==> config.mk <==
export PLATFORM = sky130hd
export DESIGN_NAME = rvfi_commit_monitor
export DESIGN_NICKNAME = d
export VERILOG_FILES = /design/src/rtl/riscv_pkg.sv /design/src/rtl/rvfi_monitor_pkg.sv /design/src/rtl/rvfi_pkg.sv /design/src/rtl/rvfi_mw_fifo.sv /design/src/rtl/rvfi_commit_monitor.sv
export SDC_FILE = /design/constraint.sdc
export NUM_CORES = 2
export LEC_CHECK = 0
export BUFFER_PORTS_ARGS = -buffer_cell sky130_fd_sc_hd__buf_4
export CORE_AREA = 8 8 589 591
export CTS_CLUSTER_SIZE = 10
export DETAILED_ROUTE_END_ITERATION = 8
export DIE_AREA = 0 0 597 599
export PLACE_DENSITY = 0.63
export SETUP_SLACK_MARGIN = 0.05
export SKIP_CTS_REPAIR_TIMING = 1
export SYNTH_ARGS = -nofsm -noshare
export SYNTH_HDL_FRONTEND = slang
export SYNTH_SLANG_ARGS = --single-unit
==> constraint.sdc <==
create_clock -name clk_i -period 15.8 [get_ports clk_i]
set_clock_uncertainty 0.2 [all_clocks]
set_input_delay 1.58 -clock clk_i [delete_from_list [all_inputs] [get_ports clk_i]]
set_output_delay 1.58 -clock clk_i [all_outputs]
set_load 0.02 [all_outputs]
==> src/rtl/riscv_pkg.sv <==
// Architectural widths of the observed RISC-V core.
package riscv;
    localparam int unsigned XLEN = 64;
    localparam int unsigned VLEN = 39;
endpackage

==> src/rtl/rvfi_monitor_pkg.sv <==
// Shared types and helpers for the RVFI commit monitor.
package rvfi_monitor_pkg;
    typedef enum logic [1:0] {
        RUN     = 2'd0,
        DONE    = 2'd1,
        TIMEOUT = 2'd2
    } mon_state_e;

    localparam logic [riscv::XLEN-1:0] CAUSE_INSN_MISALIGNED  = 'd0;
    localparam logic [riscv::XLEN-1:0] CAUSE_INSN_ACCESS      = 'd1;
    localparam logic [riscv::XLEN-1:0] CAUSE_ILLEGAL_INSN     = 'd2;
    localparam logic [riscv::XLEN-1:0] CAUSE_BREAKPOINT       = 'd3;
    localparam logic [riscv::XLEN-1:0] CAUSE_LD_MISALIGNED    = 'd4;
    localparam logic [riscv::XLEN-1:0] CAUSE_LD_ACCESS        = 'd5;
    localparam logic [riscv::XLEN-1:0] CAUSE_ST_MISALIGNED    = 'd6;
    localparam logic [riscv::XLEN-1:0] CAUSE_ST_ACCESS        = 'd7;

    typedef struct packed {
        logic [7:0]               hart_id;
        logic [1:0]               port;
        logic [63:0]              pc;
        logic [31:0]              insn;
        logic [1:0]               mode;
        logic                     trap;
        logic [riscv::XLEN-1:0]   cause;
        logic [4:0]               rd_addr;
        logic [riscv::XLEN-1:0]   rd_wdata;
        logic [riscv::XLEN-1:0]   mem_addr;
        logic [riscv::XLEN-1:0]   mem_wdata;
        logic [riscv::XLEN/8-1:0] mem_wmask;
    } trace_rec_t;

    function automatic logic [63:0] sext_pc(input logic [riscv::XLEN-1:0] pc);
        return {{(64 - riscv::VLEN){pc[riscv::VLEN-1]}}, pc[riscv::VLEN-1:0]};
    endfunction

    function automatic logic [31:0] sat_add32(input logic [31:0] a, input logic [2:0] b);
        logic [32:0] sum;
        sum = {1'b0, a} + 33'(b);
        return sum[32] ? 32'hFFFF_FFFF : sum[31:0];
    endfunction
endpackage

==> src/rtl/rvfi_pkg.sv <==
// One RVFI commit port as presented by the core.
package rvfi_pkg;
    typedef struct packed {
        logic                     valid;
        logic                     trap;
        logic [31:0]              insn;
        logic [1:0]               mode;
        logic [riscv::XLEN-1:0]   cause;
        logic [4:0]               rd_addr;
        logic [riscv::XLEN-1:0]   rd_wdata;
        logic [riscv::XLEN-1:0]   pc_rdata;
        logic [riscv::XLEN-1:0]   mem_addr;
        logic [riscv::XLEN-1:0]   mem_wdata;
        logic [riscv::XLEN/8-1:0] mem_wmask;
    } rvfi_instr_t;
endpackage

==> src/rtl/rvfi_mw_fifo.sv <==
// Multi-write, single-read record buffer; set bits of wr_mask are packed into
// consecutive slots in ascending index order. The caller guarantees the batch fits.
module rvfi_mw_fifo #(
    parameter int unsigned NR_WRITE = 2,
    parameter int unsigned DEPTH    = 8,
    parameter type         T        = logic
) (
    input  logic                     clk,
    input  logic                     rst,
    input  logic [NR_WRITE-1:0]      wr_mask,
    input  T                         wr_data [NR_WRITE],
    output logic [$clog2(DEPTH):0]   free,
    output logic                     rd_valid,
    input  logic                     rd_ready,
    output T                         rd_data
);
    localparam int unsigned CNT_W = $clog2(DEPTH) + 1;
    localparam int unsigned PTR_W = (DEPTH > 1) ? $clog2(DEPTH) : 1;
    localparam int unsigned MEM_N = 1 << PTR_W;

    T                 mem [MEM_N];
    logic [PTR_W-1:0] wr_ptr, rd_ptr;
    logic [CNT_W-1:0] count, n_wr;
    logic [PTR_W-1:0] slot [NR_WRITE];
    logic             pop;

    always_comb begin
        n_wr = '0;
        for (int i = 0; i < NR_WRITE; i++) begin
            slot[i] = wr_ptr + n_wr[PTR_W-1:0];
            n_wr    = n_wr + CNT_W'(wr_mask[i]);
        end
    end

    assign rd_valid = (count != '0);
    assign pop      = rd_valid && rd_ready;
    assign free     = CNT_W'(DEPTH) - count;
    // Empty buffer presents an all-zero record rather than stale memory.
    assign rd_data  = rd_valid ? mem[rd_ptr] : '0;

    always_ff @(posedge clk) begin
        if (rst) begin
            wr_ptr <= '0;
            rd_ptr <= '0;
            count  <= '0;
        end else begin
            wr_ptr <= wr_ptr + n_wr[PTR_W-1:0];
            if (pop) rd_ptr <= rd_ptr + PTR_W'(1);
            count  <= count + n_wr - CNT_W'(pop);
        end
    end

    always_ff @(posedge clk) begin
        for (int i = 0; i < NR_WRITE; i++) begin
            if (wr_mask[i]) mem[slot[i]] <= wr_data[i];
        end
    end
endmodule

==> src/rtl/rvfi_commit_monitor.sv <==
// Turns RVFI commits/traps into buffered trace records and keeps run statistics
// until the program writes tohost or the cycle limit expires.
module rvfi_commit_monitor
    import rvfi_monitor_pkg::*;
#(
    parameter int unsigned NR_COMMIT_PORTS = 2,
    parameter int unsigned FIFO_DEPTH      = 8,
    parameter logic [7:0]  HART_ID         = 8'h0
) (
    input  logic                   clk_i,
    input  logic                   rst_i,
    input  rvfi_pkg::rvfi_instr_t  rvfi_i [NR_COMMIT_PORTS],
    input  logic [riscv::XLEN-1:0] tohost_addr_i,
    input  logic [31:0]            timeout_i,
    output logic                   rec_valid_o,
    input  logic                   rec_ready_i,
    output trace_rec_t             rec_o,
    output mon_state_e             state_o,
    output logic [riscv::XLEN-1:0] exit_code_o,
    output logic [63:0]            exit_pc_o,
    output logic [63:0]            instret_o,
    output logic [31:0]            trap_cnt_o,
    output logic [31:0]            drop_cnt_o,
    output logic [31:0]            cycles_o
);
    // state   | meaning
    // RUN     | commits recorded, counters advancing
    // DONE    | tohost written; frozen, buffer still drains
    // TIMEOUT | cycle limit reached; frozen, buffer still drains
    localparam int unsigned CNT_W = $clog2(FIFO_DEPTH) + 1;

    mon_state_e                 state, state_nxt;
    logic [NR_COMMIT_PORTS-1:0] hit, keep, push_mask, fifo_mask;
    logic                       blocked, any_hit, limit, active, accept;
    logic [2:0]                 n_ev, n_valid, n_trap;
    logic [riscv::XLEN-1:0]     win_code;
    logic [63:0]                win_pc;
    logic [CNT_W-1:0]           free;
    trace_rec_t                 recs [NR_COMMIT_PORTS];

    always_comb begin
        hit       = '0;
        keep      = '0;
        push_mask = '0;
        blocked   = 1'b0;
        win_code  = '0;
        win_pc    = '0;
        n_ev      = '0;
        n_valid   = '0;
        n_trap    = '0;
        // Ports above the first tohost store never happened as far as the trace is concerned.
        for (int i = 0; i < NR_COMMIT_PORTS; i++) begin
            hit[i]  = rvfi_i[i].valid && (|rvfi_i[i].mem_wmask) && (tohost_addr_i != '0)
                      && (rvfi_i[i].mem_addr == tohost_addr_i) && (rvfi_i[i].mem_wdata != '0);
            keep[i] = !blocked;
            if (hit[i] && !blocked) begin
                win_code = rvfi_i[i].mem_wdata;
                win_pc   = sext_pc(rvfi_i[i].pc_rdata);
            end
            blocked = blocked | hit[i];
        end
        any_hit = blocked;
        limit   = (timeout_i != '0) && (cycles_o == timeout_i) && !any_hit;
        active  = (state == RUN) && !limit;
        for (int i = 0; i < NR_COMMIT_PORTS; i++) begin
            push_mask[i] = active && keep[i] && (rvfi_i[i].valid || rvfi_i[i].trap);
            n_ev    = n_ev + 3'(push_mask[i]);
            n_valid = n_valid + 3'(keep[i] && rvfi_i[i].valid);
            n_trap  = n_trap + 3'(keep[i] && rvfi_i[i].trap && !rvfi_i[i].valid);
        end
        accept    = 32'(n_ev) <= 32'(free);
        fifo_mask = accept ? push_mask : '0;
    end

    always_comb begin
        for (int i = 0; i < NR_COMMIT_PORTS; i++) begin
            recs[i] = '{hart_id:   HART_ID,
                        port:      2'(i),
                        pc:        sext_pc(rvfi_i[i].pc_rdata),
                        insn:      rvfi_i[i].insn,
                        mode:      rvfi_i[i].mode,
                        trap:      rvfi_i[i].trap && !rvfi_i[i].valid,
                        cause:     rvfi_i[i].cause,
                        rd_addr:   rvfi_i[i].rd_addr,
                        rd_wdata:  rvfi_i[i].rd_wdata,
                        mem_addr:  rvfi_i[i].mem_addr,
                        mem_wdata: rvfi_i[i].mem_wdata,
                        mem_wmask: rvfi_i[i].mem_wmask};
        end
    end

    always_comb begin
        state_nxt = state;
        if (state == RUN) begin
            if (any_hit)    state_nxt = DONE;
            else if (limit) state_nxt = TIMEOUT;
        end
    end

    always_ff @(posedge clk_i) begin
        if (rst_i) begin
            state       <= RUN;
            instret_o   <= '0;
            trap_cnt_o  <= '0;
            drop_cnt_o  <= '0;
            cycles_o    <= '0;
            exit_code_o <= '0;
            exit_pc_o   <= '0;
        end else begin
            state <= state_nxt;
            if (active) begin
                instret_o  <= instret_o + 64'(n_valid);
                trap_cnt_o <= sat_add32(trap_cnt_o, n_trap);
                cycles_o   <= cycles_o + 32'd1;
                if (!accept) drop_cnt_o <= sat_add32(drop_cnt_o, n_ev);
                if (any_hit) begin
                    exit_code_o <= win_code;
                    exit_pc_o   <= win_pc;
                end
            end
        end
    end

    assign state_o = state;

    rvfi_mw_fifo #(
        .NR_WRITE (NR_COMMIT_PORTS),
        .DEPTH    (FIFO_DEPTH),
        .T        (trace_rec_t)
    ) u_fifo (
        .clk      (clk_i),
        .rst      (rst_i),
        .wr_mask  (fifo_mask),
        .wr_data  (recs),
        .free     (free),
        .rd_valid (rec_valid_o),
        .rd_ready (rec_ready_i),
        .rd_data  (rec_o)
    );
endmodule

==> results.yml <==
grt:
  grt_pass1_wl_um: 815000
  grt_max_degree: 126
  antenna_found_initial: 206
  grt_pass1_vias: 104000
  grt_use_total_pct: 31.3
  grt_overflow_total: 0
yosys:
  yosys_warnings: 0
  synth_top_area_share_pct: 55.0
  syn-mean-instance-area_sq_um: 14.1
  synthCells: 10600
  ys.flop_type: "edfxtp_1"
  ys_seq_area_share_pct: 58.8
  synth_area_leaders: "edfxtp_1, a22o_1, mux4_2"
  synth_area_sq_um: 150000
  async_flop_share_pct: 0
  ys_ff_latch: 3030
  ys_types: 67
  synth-edff-count: 2744
  yosys.area.top_type: "edfxtp_1"
critical_path:
  path_max_fanout: 107
  crit_path_top_delay_cell: "nor4_2"
  cp.required_ns: 16.37
  worstReg2RegEnd: "u_fifo.mem[7][221]$_DFFE_PP_"
  arrival_ns: 11.58
  slowest_delay_ns: 1.21
  reg2reg_depth: 22
  crit_chain: "buf_4, nor4_1, nand4_1, nor4_2, nor4_2, a311o_1, o21ai_4, nor2_1, ha_1, ha_1, a21oi_1, a211o_1, nand2_1, nor2_1, ha_1, ha_1, xor2_1, nand3_1, nor4_4, buf_12, buf_12, buf_4, a22o_1"
  worst-setup-path-type: "input port to flip-flop"
  crit_path_end_kind: "flip-flop"
  r2r_start: "cycles_o[28]$_SDFFE_PP0N_"
  startpoint_type: "input port"
  critPathLaunch: "rvfi_i[10]"
  r2r_slack_ns: 7.52
  cp_common_cell: "ha_1"
  cp-endpoint: "u_fifo.mem[7][221]$_DFFE_PP_"
timing:
  slew_violations: 0
  period_share_pct: 69.7
  rsz0062_at_grt: "false"
  hold_viol_final: 0
  period_minus_slack_ns: 11.02
  fmax_mhz: 90.8
  slew_headroom_pct: 13.2
  setup_viol: 0
  hold_slack_ns: 0.246
  worst_slew_pin_slew_ns: 1.29
  tns_ns: 0
floorplan:
  die_area_sq_um: 358000
  fp.coreArea_sq_um: 338000
  die-width_um: 597
  row_count: 214
  start_util_pct: 44.3
  pin_count: 1506
  fp.dieH_um: 599
detailed_routing:
  top_layer: "met5"
  wirelength_um: 592000
  drt-initial-drc-count: 14500
  dr_total_vias: 108000
  firstDrtPassIters: 9
  viasPerCell: 6.86
  m1WireLength_um: 210000
  ant_nets: 0
  drc_errors: 0
  routedWlPerCell_um: 37.5
  wl_met3_um: 71200
  dr_wl_met2_um: 270000
power_and_ir_drop:
  swShare_pct: 39.0
  p_leak_nw: 58.8
  p_sw_mw: 14.6
  ir_worst_vdd_v: 0.000259
  p_comb_share_pct: 43.5
  p_total_mw: 37.5
  internal_power_mw: 22.9
  powerDensity_nw_per_um2: 218
  p_clk_share_pct: 20.2
  seqPwrFrac_pct: 36.3
clock_tree:
  clock_sinks: 3030
  clk_pin_slew_ns: 0.06
  htree_num_levels: 5
  insertion_delay_ns: 0.93
  cts_buffer_depth: 4
  cts_tree: "done"
  clockRootBuffer: "clkbuf_16"
  cts_buffers: 356
final_layout:
  syn_to_final_growth_pct: 14.9
  final_cells: 15800
  post-route-util_pct: 50.9
  nNetsFinal: 11800
  drive_gt1_share_pct: 25.2
  fill_cells: 28400
status:
  status: "completed"
min_path:
  hp-class: "flip-flop to flip-flop"
job:
  maxCapViolCount: 0
placed_design:
  dp_cells: 15100
  place_congestion: 0.897
  dp_hpwl_um: 349000
  port_buffers: 1446
power by group through the flow:
stage                     sequential [mW]  clock (mW)  combinational (mW)
after global placement               13.5           0                16.1
after global routing                 13.8        7.93                16.8
after detailed placement             13.7           0                16.3
final                                13.6        7.58                16.3
after CTS                            13.6        7.64                16.3
after floorplan                      14.7           0                9.59
stage by stage:
step / area, sq um / setup WS (ns)
after global routing: 172000 / 4.73
after CTS: 172000 / 5.07
after detailed placement: 161000 / 4.11
after floorplan: 150000 / 1.33
final: 172000 / 4.78
after global placement: 161000 / 4.17
cells by family (layout without fill, tap and decap cells):
kind of cell	count (synthesis)	in the layout	share of synthesized area, %
other cells	1	174	0.00250
fa+ha+maj	25	25	0.234
simple gates	1385	1385	4.29
mux	1034	1034	12.7
compound gates	3078	3078	17.2
xor+xnor	272	272	1.59
flops	3030	3030	58.8
buf+inv	1773	2263	5.15
how the worst min path moves through the flow:
stage	slack [ns]	cells after the start	from	end
final	0.25	2	u_fifo.mem[3][368]$_SDFFE_PP1N_	u_fifo.mem[3][368]$_SDFFE_PP1N_
after global routing	0.26	2	u_fifo.mem[4][368]$_SDFFE_PP1P_	u_fifo.mem[4][368]$_SDFFE_PP1P_
after CTS	0.25	2	u_fifo.mem[3][368]$_SDFFE_PP1N_	u_fifo.mem[3][368]$_SDFFE_PP1N_
after detailed placement	0.24	2	u_fifo.mem[3][368]$_SDFFE_PP1N_	u_fifo.mem[3][368]$_SDFFE_PP1N_
after global placement	0.23	2	u_fifo.mem[2][368]$_SDFFE_PP1N_	u_fifo.mem[2][368]$_SDFFE_PP1N_
after floorplan	0.22	2	u_fifo.mem[2][368]$_SDFFE_PP1N_	u_fifo.mem[2][368]$_SDFFE_PP1N_
synth_stat cells (all sizes together), types with 20 or more instances:
library cell	n
edfxtp	2744
xor2	131
mux4	688
ha	20
nor2	552
nor4	120
a21oi	206
xnor2	141
nand3	126
clkbuf	645
inv	69
nor3	71
and3	40
nand4	67
mux2i	344
nand2	322
a22o	2734
buf	1059
o21ai	77
dfxtp	286
layout make-up:
cell class	count	area, sq um	area share, %
Sequential cell	3030	88100	51.2
Inverter	69	259	0.150
Clock inverter	48	579	0.337
Timing Repair Buffer	1645	13200	7.68
Tap cell	4536	5680	3.30
Antenna cell	165	413	0.240
Clock buffer	501	9670	5.62
Multi-Input combinational cell	5803	54200	31.5
layer usage:
| metal | vias up | GRT usage (%) |
|---|---|---|
| li1 | 43000 | - |
| met1 | 56000 | 39.8 |
| met2 | 7904 | 48.6 |
| met3 | 1335 | 8.51 |
| met4 | 102 | 17.9 |
| met5 | - | 0 |
worst max-delay path, delay by kind of cell:
kind / cells / cell delay [ns]
AOI/OAI and AO/OA: 5 / 2.17
xor gates and xnor gates: 1 / 0.25
adders and majority gates: 4 / 1.04
buffers and inverters: 4 / 2.19
and+or+nand+nor: 9 / 3.91
registers in the layout (all words and copies together), names as in the netlist, 4 cells and up, named ones only:
name / cells
u_fifo.mem: 2752
exit_code_o: 64
u_fifo.count: 4
cycles_o: 32
exit_pc_o: 39
instret_o: 64
trap_cnt_o: 32
drop_cnt_o: 32
placed cells by master (no fill, tap or decap), types with 131 or more instances in the layout:
cell,synthesis,routed
edfxtp_1,2744,2744
a22o_1,2734,2734
buf_4,175,1575
mux4_2,688,688
nor2_1,544,543
clkbuf_16,0,360
mux2i_1,344,344
nand2_1,322,314
dfxtp_1,286,283
a21oi_1,206,206
diode_2,0,165
xnor2_1,141,141
xor2_1,131,131
(Power assumes the default switching activity.)
